File: src/rtl/uart_rx_parity.sv
// UART receiver: 2-flop input synchronizer, 16x-oversampled frame FSM with
// optional parity, and registered byte/flag outputs qualified by rx_done_tick.
module uart_rx_parity #(
    parameter int DBIT       = 8,
    parameter int SB_TICK    = 16,
    parameter int PARITY_EN  = 1,
    parameter int PARITY_ODD = 0
) (
    input  logic       clk,
    input  logic       reset,
    input  logic       s_tick,
    input  logic       rx,
    output logic [7:0] dout,
    output logic       rx_done_tick,
    output logic       parity_err,
    output logic       frame_err
);

    localparam int SW = (SB_TICK > 16) ? 5 : 4;

    localparam logic [SW-1:0] START_LAST = SW'(7);
    localparam logic [SW-1:0] BIT_LAST   = SW'(15);
    localparam logic [SW-1:0] STOP_LAST  = SW'(SB_TICK - 1);
    localparam logic [2:0]    N_LAST     = 3'(DBIT - 1);
    localparam logic          PAR_EN     = (PARITY_EN != 0);
    localparam logic          PAR_ODD    = (PARITY_ODD != 0);

    typedef enum logic [2:0] {
        ST_IDLE,
        ST_START,
        ST_DATA,
        ST_PARITY,
        ST_STOP
    } state_t;

    logic          r_rx_meta;
    logic          r_rx_s;

    state_t        r_state;
    logic [SW-1:0] r_s_cnt;
    logic [2:0]    r_n_cnt;
    logic [7:0]    r_b;
    logic          r_p_acc;
    logic          r_p_bad;
    logic [7:0]    r_dout;
    logic          r_done;
    logic          r_perr;
    logic          r_ferr;

    state_t        w_state_next;
    logic [SW-1:0] w_s_cnt_next;
    logic [2:0]    w_n_cnt_next;
    logic [7:0]    w_b_next;
    logic          w_p_acc_next;
    logic          w_p_bad_next;
    logic [7:0]    w_dout_next;
    logic          w_done_next;
    logic          w_perr_next;
    logic          w_ferr_next;
    logic [7:0]    w_dout_aligned;

    // rx is asynchronous; idle-high reset keeps a reset release from looking like a start edge
    always_ff @(posedge clk or negedge reset) begin
        if (!reset) begin
            r_rx_meta <= 1'b1;
            r_rx_s    <= 1'b1;
        end else begin
            r_rx_meta <= rx;
            r_rx_s    <= r_rx_meta;
        end
    end

    // Bits enter at the MSB, so a short word sits in the top DBIT bits of r_b
    genvar gi;
    generate
        for (gi = 0; gi < 8; gi++) begin : g_align
            if (gi < DBIT) begin : g_bit
                assign w_dout_aligned[gi] = r_b[gi + 8 - DBIT];
            end else begin : g_zero
                assign w_dout_aligned[gi] = 1'b0;
            end
        end
    endgenerate

    always_ff @(posedge clk or negedge reset) begin
        if (!reset) begin
            r_state <= ST_IDLE;
            r_s_cnt <= '0;
            r_n_cnt <= '0;
            r_b     <= '0;
            r_p_acc <= 1'b0;
            r_p_bad <= 1'b0;
            r_dout  <= '0;
            r_done  <= 1'b0;
            r_perr  <= 1'b0;
            r_ferr  <= 1'b0;
        end else begin
            r_state <= w_state_next;
            r_s_cnt <= w_s_cnt_next;
            r_n_cnt <= w_n_cnt_next;
            r_b     <= w_b_next;
            r_p_acc <= w_p_acc_next;
            r_p_bad <= w_p_bad_next;
            r_dout  <= w_dout_next;
            r_done  <= w_done_next;
            r_perr  <= w_perr_next;
            r_ferr  <= w_ferr_next;
        end
    end

    always_comb begin
        w_state_next = r_state;
        w_s_cnt_next = r_s_cnt;
        w_n_cnt_next = r_n_cnt;
        w_b_next     = r_b;
        w_p_acc_next = r_p_acc;
        w_p_bad_next = r_p_bad;
        w_dout_next  = r_dout;
        w_done_next  = 1'b0;
        w_perr_next  = r_perr;
        w_ferr_next  = r_ferr;

        case (r_state)
            ST_IDLE: begin
                if (!r_rx_s) begin
                    w_state_next = ST_START;
                    w_s_cnt_next = '0;
                end
            end

            ST_START: begin
                if (s_tick) begin
                    if (r_s_cnt == START_LAST) begin
                        if (!r_rx_s) begin
                            w_state_next = ST_DATA;
                            w_s_cnt_next = '0;
                            w_n_cnt_next = '0;
                            w_p_acc_next = 1'b0;
                            w_p_bad_next = 1'b0;
                        end else begin
                            w_state_next = ST_IDLE;
                        end
                    end else begin
                        w_s_cnt_next = r_s_cnt + SW'(1);
                    end
                end
            end

            ST_DATA: begin
                if (s_tick) begin
                    if (r_s_cnt == BIT_LAST) begin
                        w_s_cnt_next = '0;
                        w_b_next     = {r_rx_s, r_b[7:1]};
                        w_p_acc_next = r_p_acc ^ r_rx_s;
                        if (r_n_cnt == N_LAST) begin
                            w_state_next = PAR_EN ? ST_PARITY : ST_STOP;
                        end else begin
                            w_n_cnt_next = r_n_cnt + 3'd1;
                        end
                    end else begin
                        w_s_cnt_next = r_s_cnt + SW'(1);
                    end
                end
            end

            ST_PARITY: begin
                if (s_tick) begin
                    if (r_s_cnt == BIT_LAST) begin
                        w_s_cnt_next = '0;
                        w_p_bad_next = PAR_EN & (r_rx_s ^ r_p_acc ^ PAR_ODD);
                        w_state_next = ST_STOP;
                    end else begin
                        w_s_cnt_next = r_s_cnt + SW'(1);
                    end
                end
            end

            ST_STOP: begin
                if (s_tick) begin
                    if (r_s_cnt == STOP_LAST) begin
                        // Errored frames are still delivered; the flags qualify them
                        w_done_next  = 1'b1;
                        w_dout_next  = w_dout_aligned;
                        w_perr_next  = r_p_bad;
                        w_ferr_next  = ~r_rx_s;
                        w_s_cnt_next = '0;
                        w_n_cnt_next = '0;
                        w_state_next = ST_IDLE;
                    end else begin
                        w_s_cnt_next = r_s_cnt + SW'(1);
                    end
                end
            end

            default: begin
                w_state_next = ST_IDLE;
            end
        endcase
    end

    assign dout         = r_dout;
    assign rx_done_tick = r_done;
    assign parity_err   = r_perr;
    assign frame_err    = r_ferr;

endmodule
File: config.mk
export PLATFORM = sky130hd
export DESIGN_NAME = uart_rx_parity
export DESIGN_NICKNAME = d
export VERILOG_FILES = /design/src/rtl/uart_rx_parity.sv
export SDC_FILE = /design/constraint.sdc
export NUM_CORES = 1
export LEC_CHECK = 0
export ABC_AREA = 1
export ABC_CLOCK_PERIOD_IN_PS = 1400
export CORE_MARGIN = 2
export CORE_UTILIZATION = 50
export CTS_BUF_LIST = sky130_fd_sc_hd__clkbuf_8
export CTS_CLUSTER_SIZE = 20
export DETAILED_ROUTE_END_ITERATION = 8
export GPL_ROUTABILITY_DRIVEN = 0
export MAX_ROUTING_LAYER = met4
export PLACE_DENSITY_LB_ADDON = 0.3
export SETUP_SLACK_MARGIN = 0.1
export SYNTH_ARGS = -nofsm -noshare
export SYNTH_HDL_FRONTEND = slang
export SYNTH_SLANG_ARGS = --single-unit
File: constraint.sdc
create_clock -name clk -period 1.4 [get_ports clk]
set_clock_uncertainty 0.2 [all_clocks]
set_input_delay 0.28 -clock clk [delete_from_list [all_inputs] [get_ports clk]]
set_output_delay 0.28 -clock clk [all_outputs]
set_load 0.03 [all_outputs]
==> qor.yml <==
outcome:
  status: "finished, violations left"
  violations: "negative setup slack"
cts:
  clkSinkCount: 33
  cts.hold.buffers_added: 0
  cts_made_buffers: 5
  cts_buffer_depth: 2
  clk_pin_slew_ps: 60
  cts_tree: "built"
  clk_latency_ps: 290
  htree_levels: 2
  clockRootBuffer: "clkbuf_8"
logic_synthesis:
  synth_xor_area_share_pct: 1.01
  synth_area_leaders: "dfrtp_1 45%, nand2_1 14%, o21ai_2 8.1%, nand3_1 4.6%, inv_1 3.7%"
  synth_top_area_share_pct: 44.7
  synth-compound-area-share_pct: 10.7
  synthSimpleGateAreaFrac_pct: 31.7
  synth_warnings: 0
  synth.largest_area_cell: "dfrtp_1"
  synth-async-reset-ratio_pct: 100
  yosysMostFrequentCell: "nand2_1"
  synth_cell_type_count: 27
  syn-num-nets: 214
  synth_top_family_by_area: "simple AND/OR/NAND/NOR gates"
  muxShareOfSynthArea_pct: 0
  synthTopCellsByCount: "64 x nand2_1, 31 x dfrtp_1, 17 x inv_1"
  synthCells: 207
  synthFlopType: "dfrtp_1"
  synthesis.area_mm2: 0.00174
  synth-seq-cells: 33
  synth_fa_ha_area_share_pct: 2.16
  yosysSeqAreaShare_pct: 47.7
  syn_avg_cell_area_um2: 8.39
  synth_edf_count: 0
global_routing:
  track_usage_pct: 20.3
  overflow: 0
  grt_pass1_wl_um: 6080
  grt_max_degree: 34
  antenna_found_initial: 0
  grt_pass1_vias: 1460
die:
  die_area_mm2: 0.00396
  die_h_um: 62.9
  io_pins: 15
  core_mm2: 0.00334
  die_w_um: 62.9
  initial_utilization_pct: 52.0
  rows: 21
sta:
  layout_setup_ws_ps: -187
  fmax_mhz: 630
  min_period_ps: 1590
  slew_violations: 0
  rsz0062_at_grt: "yes"
  setup_viol: 31
  worst_pin_slew_ps: 198
  slew_headroom_pct: 86.8
  final_hold_viol_count: 0
  timing.final.crit_share_pct: 113
placed_design:
  dp_cells: 286
  dp_slack_ps: -562
  placed_area_mm2: 0.00214
  io_buffers: 14
  dp_hpwl_um: 2410
worst_setup_path:
  path_common_cell: "nand2_1"
  cp_top_family: "simple AND/OR/NAND/NOR gates"
  critPathKind: "reg2reg"
  critPathMaxFanout: 4
  crit_chain: "ha_2, ha_4, nand3_1, nand2_1, nor2_4, buf_4, nand4_1, nand2_1"
  endpoint_kind: "register"
  cp.required_ps: 1430
  worst_ep_arrival_time_ps: 1610
  slowest_stage: "dfrtp_1"
  cp_slowest_stage_delay_ps: 380
  start_kind: "register"
  worst-path-buf-inv: 1
power:
  p_per_area_mw_per_mm2: 1730
  power_switching_w: 0.00173
  power.leakage_nw: 1.24
  p_int_w: 0.00265
  peakVddDrop_v: 0.00129
  power_frac_comb_pct: 50.5
  p_clk_share_pct: 20.8
  seqPwrFrac_pct: 28.6
  p_sw_share_pct: 39.5
cells_and_area:
  drive_gt1_share_pct: 49.3
  fin_nets: 274
  synthToLayoutAreaGrowth_pct: 45.9
  fin_cells: 314
  design_area_mm2: 0.00253
  utilization_pct: 75.9
  diodes: 0
min_path:
  hold_class: "in2async"
run:
  drv_cap: 0
drt:
  wirelength_um: 3690
  dr.pass1.iters: 4
  avgRoutedWirePerCell_um: 11.8
  via_per_inst: 4.85
  drc: 0
  dr_total_vias: 1522
  drt_iter0_drc: 100
  ant_nets: 0
==> cell families after synthesis <==
group / Yosys count
flops: 33
simple gates: 119
xor+xnor: 2
fa+ha+maj: 3
buf+inv: 26
compound gates: 24
==> worst reg2reg max path: stages, from the launching register on <==
cell	delay (ps)
dfrtp_1	380
ha_2	200
ha_4	160
nand3_1	80
nand2_1	90
nor2_4	130
buf_4	120
nand4_1	80
nand2_1	80
==> power groups by stage <==
stage | combinational (W) | sequential (W) | clock [W]
floorplan | 0.00133 | 0.00124 | 0
global placement | 0.00193 | 0.00126 | 0
detailed placement | 0.00196 | 0.00127 | 0
CTS | 0.00213 | 0.00125 | 0.000926
global route | 0.00247 | 0.00127 | 0.000984
finish | 0.00221 | 0.00125 | 0.000913
==> registers in the layout, indices dropped and copies added, names as in the netlist <==
signal        cells
frame_err         1
r_p_bad           1
r_rx_meta         1
dout              8
r_n_cnt           3
r_rx_s            1
parity_err        1
rx_done_tick      1
r_state           3
r_s_cnt           4
r_b               8
r_p_acc           1
==> cell usage in the layout (no fill, tap or decap), types with 4 or more instances in the layout <==
cell	netlist	layout
buf_4	1	39
nor2_1	15	11
nor2_4	3	6
nand2_2	7	16
o21ai_2	16	17
nand3_1	16	14
nand2_4	1	4
buf_6	2	12
nor2_2	7	8
clkbuf_8	0	6
inv_2	4	7
dfrtp_1	31	29
inv_1	17	15
nand2_1	64	51
==> layer usage <==
layer | GRT usage, % | up-vias | wire length, um
met4 | 7.78 | 0 | 48
met5 | - | - | 0
met2 | 34.0 | 25 | 1910
met1 | 23.4 | 714 | 1610
met3 | 4.86 | 6 | 114
li1 | - | 777 | -
==> final timing paths <==
path | cells past startpoint | start | end | slack, ps
worst max-delay path | 8 | r_n_cnt[1] | r_n_cnt[0] | -190
worst min register to register | 0 | r_rx_meta | r_rx_s | 160
max in group asynchronous | 2 | reset | r_rx_s | 600
worst max register to register | 8 | r_n_cnt[1] | r_n_cnt[0] | -190
worst min-delay path | 2 | reset | r_s_cnt[1] | 160
min in group clk | 0 | r_rx_meta | r_rx_s | 160
==> stage by stage <==
stage / power, W / TNS, ps / hold WS, ps
after detailed placement: 0.00323 / -15270 / 149
after floorplan: 0.00257 / -1700 / -216
after global placement: 0.00319 / -14440 / 148
after CTS: 0.00431 / -4530 / 160
final: 0.00438 / -4430 / 159
after global routing: 0.00473 / -6910 / 164
==> layout make-up <==
| cell class | count | area [um^2] |
|---|---|---|
| Multi-Input combinational cell | 149 | 947 |
| Sequential cell | 33 | 831 |
| Fill cell | 236 | 803 |
| Timing Repair Buffer | 56 | 498 |
| Inverter | 22 | 83.8 |
| Clock buffer | 6 | 82.6 |
| Tap cell | 46 | 57.6 |
| Clock inverter | 2 | 33.8 |
==> timing repair <==
| action | in CTS | in global routing |
|---|---|---|
| endpoints found under the setup margin | 41 | 42 |
| gates resized for setup | 18 | 15 |
| cloned | 0 | 1 |
| pin swaps | 8 | 0 |
| buffers inserted | 10 | 9 |
No activity file was read; power rests on OpenSTA's default activity.
